$ cat src/rtl/exe_div_unit_if.sv
// Handshake/result bundle between the execute-stage pipeline register and the
// iterative divider; the pipeline side is master, the divider is slave.
interface exe_div_unit_if #(
    parameter int WIDTH = 32
);
    logic             flush;
    logic             start;
    logic             signed_div;
    logic [WIDTH-1:0] srca;
    logic [WIDTH-1:0] srcb;
    logic             stall_div;
    logic             busy;
    logic             result_valid;
    logic [WIDTH-1:0] hi;
    logic [WIDTH-1:0] lo;

    modport master (
        output flush, start, signed_div, srca, srcb,
        input  stall_div, busy, result_valid, hi, lo
    );

    modport slave (
        input  flush, start, signed_div, srca, srcb,
        output stall_div, busy, result_valid, hi, lo
    );
endinterface

$ cat src/rtl/exe_div_unit.sv
// Iterative restoring divider (one quotient bit per cycle) for the execute stage.
// Define DIV_SIGNED_EN to honour signed_div (DIV); otherwise every op is DIVU.
module exe_div_unit #(
    parameter int WIDTH = 32,
    parameter int CNT_W = 6
) (
    input  logic          clk,
    input  logic          reset,
    exe_div_unit_if.slave divIf
);

    typedef enum logic [1:0] {
        IDLE = 2'd0,
        BUSY = 2'd1,
        DONE = 2'd2
    } divStateT;

    divStateT         stateReg;
    divStateT         stateNext;
    logic [CNT_W-1:0] cntReg;
    logic [WIDTH-1:0] remReg;
    logic [WIDTH-1:0] quoReg;
    logic [WIDTH-1:0] dvsrReg;
    logic [WIDTH-1:0] hiReg;
    logic [WIDTH-1:0] loReg;
    logic             zeroDivReg;

    logic             loadEn;
    logic             stepEn;
    logic             finishEn;

    logic [WIDTH-1:0] magA;
    logic [WIDTH-1:0] magB;

    logic [WIDTH:0]   shifted;
    logic [WIDTH:0]   diff;
    logic             trialNeg;
    logic             unusedDiffMsb;
    logic [WIDTH-1:0] stepRem;
    logic [WIDTH-1:0] stepQuo;

    logic [WIDTH-1:0] fixQuo;
    logic [WIDTH-1:0] fixRem;
    logic [WIDTH-1:0] hiFinal;
    logic [WIDTH-1:0] loFinal;

`ifdef DIV_SIGNED_EN
    logic signA;
    logic signB;
    logic negQuoReg;
    logic negRemReg;

    assign signA = divIf.signed_div & divIf.srca[WIDTH-1];
    assign signB = divIf.signed_div & divIf.srcb[WIDTH-1];
    // Two's-complement negation of 0x80000000 wraps to itself, which is the
    // correct unsigned magnitude.
    assign magA  = signA ? (~divIf.srca + 1'b1) : divIf.srca;
    assign magB  = signB ? (~divIf.srcb + 1'b1) : divIf.srcb;

    always_ff @(posedge clk or posedge reset) begin
        if (reset) begin
            negQuoReg <= 1'b0;
            negRemReg <= 1'b0;
        end else if (loadEn) begin
            negQuoReg <= signA ^ signB;
            negRemReg <= signA;
        end
    end

    assign fixQuo = negQuoReg ? (~stepQuo + 1'b1) : stepQuo;
    assign fixRem = negRemReg ? (~stepRem + 1'b1) : stepRem;
`else
    logic unusedSignedDiv;

    assign unusedSignedDiv = divIf.signed_div;
    assign magA   = divIf.srca;
    assign magB   = divIf.srcb;
    assign fixQuo = stepQuo;
    assign fixRem = stepRem;
`endif

    // Restoring step: shift {rem, quo} left, trial-subtract on the upper 33 bits.
    assign shifted = {remReg, quoReg[WIDTH-1]};
    assign {trialNeg, diff} = {1'b0, shifted} - {2'b00, dvsrReg};
    assign unusedDiffMsb = diff[WIDTH];
    assign stepRem = trialNeg ? shifted[WIDTH-1:0] : diff[WIDTH-1:0];
    assign stepQuo = {quoReg[WIDTH-2:0], ~trialNeg};

    // With a zero divisor every trial succeeds, so the remainder path ends up
    // holding the dividend magnitude; re-signing it returns srca unchanged.
    assign loFinal = zeroDivReg ? {WIDTH{1'b1}} : fixQuo;
    assign hiFinal = fixRem;

    always_comb begin
        loadEn   = 1'b0;
        stepEn   = 1'b0;
        finishEn = 1'b0;
        stateNext = stateReg;
        case (stateReg)
            IDLE: begin
                if (divIf.start) begin
                    stateNext = BUSY;
                    loadEn    = !divIf.flush;
                end
            end
            BUSY: begin
                stepEn = !divIf.flush;
                if (cntReg == CNT_W'(1)) begin
                    stateNext = DONE;
                    finishEn  = !divIf.flush;
                end
            end
            DONE:    stateNext = IDLE;
            default: stateNext = IDLE;
        endcase
        if (divIf.flush) begin
            stateNext = IDLE;
        end
    end

    always_ff @(posedge clk or posedge reset) begin
        if (reset) begin
            stateReg <= IDLE;
        end else begin
            stateReg <= stateNext;
        end
    end

    always_ff @(posedge clk or posedge reset) begin
        if (reset) begin
            cntReg     <= '0;
            remReg     <= '0;
            quoReg     <= '0;
            dvsrReg    <= '0;
            zeroDivReg <= 1'b0;
        end else if (loadEn) begin
            cntReg     <= CNT_W'(WIDTH);
            remReg     <= '0;
            quoReg     <= magA;
            dvsrReg    <= magB;
            zeroDivReg <= (divIf.srcb == '0);
        end else if (stepEn) begin
            cntReg <= cntReg - 1'b1;
            remReg <= stepRem;
            quoReg <= stepQuo;
        end
    end

    // Result registers only change on a completed divide; a flush leaves them.
    always_ff @(posedge clk or posedge reset) begin
        if (reset) begin
            hiReg <= '0;
            loReg <= '0;
        end else if (finishEn) begin
            hiReg <= hiFinal;
            loReg <= loFinal;
        end
    end

    assign divIf.stall_div    = ((stateReg == IDLE) && divIf.start) || (stateReg == BUSY);
    assign divIf.busy         = (stateReg == BUSY);
    assign divIf.result_valid = (stateReg == DONE);
    assign divIf.hi           = hiReg;
    assign divIf.lo           = loReg;

endmodule

$ cat src/flat_wrapper.sv
// flat-port wrapper written by rule: the top's interface ports become plain ports
module exe_div_unit_flat 
#(
    parameter int WIDTH = 32,
    parameter int CNT_W = 6
)
  (clk, reset, divIf_flush, divIf_start, divIf_signed_div, divIf_srca, divIf_srcb, divIf_stall_div, divIf_busy, divIf_result_valid, divIf_hi, divIf_lo);
  exe_div_unit_if #(.WIDTH(WIDTH)) divIf_i ();
  input  logic clk;
  input  logic reset;
  input wire logic [$bits(divIf_i.flush)-1:0] divIf_flush;
  input wire logic [$bits(divIf_i.start)-1:0] divIf_start;
  input wire logic [$bits(divIf_i.signed_div)-1:0] divIf_signed_div;
  input wire logic [$bits(divIf_i.srca)-1:0] divIf_srca;
  input wire logic [$bits(divIf_i.srcb)-1:0] divIf_srcb;
  output wire logic [$bits(divIf_i.stall_div)-1:0] divIf_stall_div;
  output wire logic [$bits(divIf_i.busy)-1:0] divIf_busy;
  output wire logic [$bits(divIf_i.result_valid)-1:0] divIf_result_valid;
  output wire logic [$bits(divIf_i.hi)-1:0] divIf_hi;
  output wire logic [$bits(divIf_i.lo)-1:0] divIf_lo;
  assign divIf_i.flush = divIf_flush;
  assign divIf_i.start = divIf_start;
  assign divIf_i.signed_div = divIf_signed_div;
  assign divIf_i.srca = divIf_srca;
  assign divIf_i.srcb = divIf_srcb;
  assign divIf_stall_div = divIf_i.stall_div;
  assign divIf_busy = divIf_i.busy;
  assign divIf_result_valid = divIf_i.result_valid;
  assign divIf_hi = divIf_i.hi;
  assign divIf_lo = divIf_i.lo;
  exe_div_unit #(.WIDTH(WIDTH), .CNT_W(CNT_W)) u_core (.clk(clk), .reset(reset), .divIf(divIf_i));
endmodule
$ cat config.mk
export PLATFORM = sky130hd
export DESIGN_NAME = exe_div_unit_flat
export DESIGN_NICKNAME = d
export VERILOG_FILES = /design/src/rtl/exe_div_unit_if.sv /design/src/rtl/exe_div_unit.sv /design/src/flat_wrapper.sv
export SDC_FILE = /design/constraint.sdc
export NUM_CORES = 1
export LEC_CHECK = 0
export BUFFER_PORTS_ARGS = -buffer_cell sky130_fd_sc_hd__clkbuf_2
export CORE_MARGIN = 2
export CORE_UTILIZATION = 25
export DETAILED_ROUTE_END_ITERATION = 6
export SYNTH_ARGS = -nofsm -noshare
export SYNTH_HDL_FRONTEND = slang
export SYNTH_SLANG_ARGS = --single-unit
export TNS_END_PERCENT = 20
$ cat constraint.sdc
create_clock -name clk -period 9 [get_ports clk]
set_input_delay 1.35 -clock clk [delete_from_list [all_inputs] [get_ports clk]]
set_output_delay 1.35 -clock clk [all_outputs]
set_load 0.005 [all_outputs]
# Yosys cells after proc, flatten, opt, wreduce, memory -nomap -nowiden
# Cells that the tools add are included.
dict set report totals {
  register_bits 169
  in_bits 69
  out_inout_bits 67
  elab_cells 40
}
dict set report classes {
  add_sub_neg 2
  eq_ne 5
  mux 17
  n_bitwise 1
  reduce_logical 7
}
# op count
set op_table {}
lappend op_table {{32-bit two-way mux} 6}
lappend op_table {{33-bit by 32-bit subtractor with 34-bit output} 1}
lappend op_table {{32-bit logical NOT} 1}
lappend op_table {{6-bit two-way mux} 2}
lappend op_table {{6-bit by 1-bit equality test with 1-bit output, second input constant} 1}
lappend op_table {{2-bit two-way mux} 3}
lappend op_table {{6-bit by 1-bit subtractor with 6-bit output, second input constant} 1}
lappend op_table {{1-bit two-way mux} 5}
lappend op_table {{2-bit case mux with 2 select lines} 1}
lappend op_table {{3-bit by 2-bit != test with 1-bit output, second input constant} 1}
lappend op_table {{3-bit != test, second input constant} 1}
lappend op_table {{2-bit by 1-bit equality test with 1-bit output, second input constant} 1}
lappend op_table {{2-bit equality test, second input constant} 1}
lappend op_table {{2-bit logical NOT} 1}
lappend op_table {{2-bit AND reduction} 1}
lappend op_table {{2-bit nonzero test} 1}
lappend op_table {{1-bit logical AND} 1}
lappend op_table {{1-bit logical NOT} 1}
lappend op_table {{1-bit logical OR} 1}
lappend op_table {{1-bit NOT} 1}

# Longest topological paths before layout
dict set report depth {
  ltp_word 4
  depth_mapped 12
  mapped_depth_nobuf 11
}

# Worst setup path before layout
# Ideal clock, no wire load.
dict set report synth_timing {
  kind {input to output}
  from {input port divIf_start}
  to {output port divIf_stall_div}
  arrival_ns 1.475
  required_time_ns 7.650
  path_slack_ns 6.175
  cell_stages 2
  n_path_buf 0
  path_cell_list {nor2_1 > nor2_1}
}
dict set report synth_between {
  elab_chain_cells 2
}
# element line
set synth_lines {}
lappend synth_lines {{start, declared} flat_wrapper.sv:12} ;# input wire logic [$bits(divIf_i.start)-1:0] divIf_start;
lappend synth_lines {{1-bit logical AND} exe_div_unit.sv:160} ;# assign divIf.stall_div = ((stateReg == IDLE) && divIf.start) || (stateReg == BUSY);
lappend synth_lines {{1-bit logical OR} exe_div_unit.sv:160}
lappend synth_lines {{end, declared} flat_wrapper.sv:16} ;# output wire logic [$bits(divIf_i.stall_div)-1:0] divIf_stall_div;
# Every way passes these cells.

# Worst setup path in the final report
dict set report layout_timing {
  from {register u_core.remReg[21]}
  to {register u_core.hiReg[26], in the netlist u_core.divIf.hi[26]}
}
dict set report layout_between {
  elab_chain_cells 2
}
# element line
set layout_lines {}
lappend layout_lines {{start, declared} exe_div_unit.sv:21} ;# logic [WIDTH-1:0] remReg;
lappend layout_lines {{start signal, assigned} exe_div_unit.sv:144} ;# remReg <= stepRem;
lappend layout_lines {{33-bit by 32-bit subtractor with 34-bit output} exe_div_unit.sv:84} ;# assign {trialNeg, diff} = {1'b0, shifted} - {2'b00, dvsrReg};
lappend layout_lines {{32-bit two-way mux} exe_div_unit.sv:86} ;# assign stepRem = trialNeg ? shifted[WIDTH-1:0] : diff[WIDTH-1:0];
lappend layout_lines {{end signal, assigned} exe_div_unit.sv:155} ;# hiReg <= hiFinal;
lappend layout_lines {{end, declared} exe_div_unit.sv:24} ;# logic [WIDTH-1:0] hiReg;
# Every way passes these cells.
# A chain may end at the register's enable or synchronous reset.

==> results by group <==
STA
  • Final worst-path cycle share: a little over two fifths
  • Measured slew at the worst slew-check pin: 1.036 ns
  • Fin Hold WS: about 0.46 ns
  • Worst slew margin: roughly 31%
  • Fin crit period: 3.812 ns
  • Fin. Hold Viols: 0
  • Fmax: 262.3 MHz
  • Unrepaired setup endpoints after global routing: no
  • Final-report max-slew violation count: 0
  • Worst Skew: 0.01233 ns
  • Setup violators final: 0
  • TNS Setup: 0 ns

Power
  • Design Power: 3.685 mW
  • LEAKAGE: 5.201 nW
  • VDD IR max: about 0.16 mV
  • Power Dens Cells: 345.9 nW/um^2

Synthesis
  • Synth Area in Compound Gates: 19.71%
  • XOR/XNOR Fraction of Synth Area: 2.560%
  • Synth Instances: 999
  • Post-synthesis sequential area ratio: 47.55%
  • Mux cell area share after synthesis: 3.306%
  • Synth Area per Inst: between 8 and 9 um^2
  • FFs w/ async S/R, synth: 100.0%
  • Synth unique cells: 64
  • Cell Area, Synth: 8894 um^2
  • Simple-Gate Fraction of Synth Area: 17.26%
  • EDFF count, synth: 0
  • Synth Register Bits: approximately 170
  • Top_reg_cell synth: dfrtp_1
  • Largest family of logic cells by synthesized area: compound AO/OA/AOI/OAI gates
  • Yosys warns: 0
  • Synth Net Count: 1103
  • Adder-cell share of the synthesized area: 5.008%

Final layout
  • Util after Layout: 30.17%
  • Layout cells sized above 1: 18.11%
  • Area Growth Syn to Fin: 19.79%
  • Fill cells: ~3700
  • Final instance area: 10650 um^2
  • Nets: 1212
  • # diodes: 0

Global route
  • GRT Total Usage: 14.30%
  • Vias in the first global route: just over 7000
  • Largest net degree at the start of global routing: 105
  • Total grt overflow: 0
  • First-pass GRT wire length: 40.69 mm
  • Initial antenna violation count: 0

Routing
  • WL final: 25.84 mm
  • DRT iter0 DRCs: 426
  • Via count: between 7000 and 8000
  • Vias/cell: 4.726
  • Routed Antenna Nets: 0
  • Drc violations: 0
  • Initial DRT Pass Iterations: 5
  • Routed length per placed instance: roughly 16 um

Floorplanning
  • Row count: 69
  • Die height: between 150 and 200 um
  • Starting density of the core: 25.19%
  • Die width: slightly below 200 um
  • Core area: 35310 um^2
  • Die footprint: around 37000 um^2
  • IO Count: between 100 and 150

Outcome
  • Run status: complete, no violations

CTS
  • CTS tree: built
  • CTS sink count: about 170
  • Worst-Skew Late Latency: 0.44 ns
  • Hold-fix buffer count after cts: 0
  • # resized after CTS: 0
  • Setup Buffers After CTS: 0
  • Max Buffers Root-to-Sink: 2
  • CTS buffer count: 17
  • Max H-tree Level: 4
  • CTS Root Cell: clkbuf_16
  • Worst-path clk slew: roughly 0.070 ns

Critical path
  • Crit path DAT: between 4 and 5 ns
  • Worst path cell trace: ha_1 -> nand4_1 -> nor2_1 -> nand3_1 -> nor4_2 -> a2111oi_4 -> nor2_4 -> mux2i_1 -> o21ai_0
  • Crit path required time: approximately 9.3 ns
  • CP bufs+invs: 0
  • Crit-path max cell delay: 0.84 ns
  • Critical Path Fanout Max: 26
  • Crit path max-delay cell type: nor2_4
  • Crit path max-delay family: simple AND/OR/NAND/NOR gates
  • Startpoint class of the critical path: flip-flop
  • CP endpoint kind: flip-flop
  • Crit path kind: flip-flop to flip-flop

Placed design
  • Placed Area: 10010 um^2
  • Port Buf Inserts: 134
  • Routability cong.: roughly 0.85
  • Detail Placement HPWL: roughly 18 mm

Hold path
  • Worst min-delay path class: flip-flop to flip-flop

Job
  • Max_cap viols: 0
==> worst paths after layout <==
path,from,endpoint,slack (ns),cells after the start
max,u_core.remReg[21],u_core.divIf.hi[26],5.19,9
min,u_core.divIf.lo[31],u_core.divIf.lo[31],0.46,2
max reg2reg,u_core.remReg[21],u_core.divIf.hi[26],5.19,9
min reg2reg,u_core.divIf.lo[31],u_core.divIf.lo[31],0.46,2
max in group asynchronous,reset,u_core.quoReg[12],6.45,3
min in group asynchronous,reset,u_core.divIf.hi[21],1.13,2
==> worst min-delay path, delay by kind of cell (launching register included) <==
| family | cells | cell delay, ns |
|---|---|---|
| AND/OR/NAND/NOR | 2 | 0.09 |
| flip-flops | 1 | 0.34 |
==> layout by cell type (no fill, tap or decap), drive strengths merged, types with 18 or more instances in the layout <==
cell | synthesis | layout
nand3 | 19 | 19
inv | 50 | 54
ha | 34 | 34
mux2i | 20 | 20
o21ai | 128 | 128
nor2 | 54 | 54
a21oi | 38 | 38
dfrtp | 169 | 169
clkbuf | 42 | 154
nand2 | 228 | 228
a31oi | 28 | 28
xnor2 | 18 | 18
==> flip-flops by register name (all words and copies together), names as in the netlist <==
signal and flops:
u_core.quoReg 32, u_core.remReg 32, u_core.divIf.lo 32, u_core.stateReg 2
u_core.zeroDivReg 1, u_core.divIf.hi 32, u_core.cntReg 6, u_core.dvsrReg 32
==> power breakdown <==
| part | total, mW | internal, mW | switching, mW |
|---|---|---|---|
| Clock | 0.814 | 0.485 | 0.329 |
| Combinational | 1.72 | 0.700 | 1.02 |
| Sequential | 1.16 | 1.00 | 0.155 |
==> layer usage <==
layer / share of wire, % / global-route usage, % / vias up
li1: - / - / 3684
met1: 48 / 19.94 / 3624
met2: 47 / 22.65 / 154
met3: 3.7 / 2.728 / 15
met4: 0.70 / 3.670 / 0
met5: 0 / 0 / -
==> per-stage QoR <==
stage | worst slack [ns] | instances
global placement | 5.127 | 1550
CTS | 5.123 | 1582
floorplan | 3.075 | 999
finish | 5.188 | 1582
detailed placement | 5.111 | 1550
global route | 4.912 | 1582
==> layout make-up <==
class	instances	area [um^2]	area share, %
clock inverters	12	187.7	1.762
inverters	50	192.7	1.809
flip-flops and latches	169	4229	39.69
multi-input cells	727	4273	40.11
clock buffers	20	456.7	4.287
well taps	461	576.8	5.414
repair buffers	143	738.2	6.929
==> cells by family (layout without fill, tap and decap cells) <==
kind of cell / count (synthesis) / in the layout
adders and majority gates: 35 / 35
AOI/OAI and AO/OA: 280 / 280
DFF: 169 / 169
muxes: 27 / 27
buffers and inverters: 103 / 225
and+or+nand+nor: 359 / 359
xor gates and xnor gates: 26 / 26
==> cell usage after synthesis (3+ instances only) <==
master	count	area [um^2]
a21oi_1	38	190.2
o21ai_0	122	610.6
ha_1	34	425.4
nand3_1	19	95.09
mux2i_1	20	200.2
mux2_4	4	60.06
xor2_1	8	70.07
inv_1	49	183.9
dfrtp_1	169	4229
buf_2	3	15.01
a31o_2	4	35.03
clkbuf_1	42	157.7
nand2b_1	6	37.54
nor2_1	53	198.9
o211ai_1	9	67.56
nor4_1	10	62.56
nor3_1	7	35.03
buf_1	4	15.01
mux2_2	3	33.78
a31oi_1	28	175.2
a22o_1	7	61.31
o21bai_1	4	30.03
or3_1	5	31.28
nand2_1	228	855.8
a21o_1	17	127.6
xnor2_1	18	157.7
nand4_1	8	50.05
o21a_1	6	45.04
o21ai_1	4	20.02
buf_4	3	22.52
nor2b_1	5	31.28
a22oi_1	16	120.1
and3_1	5	31.28
Power figures use the tool's default switching activity.
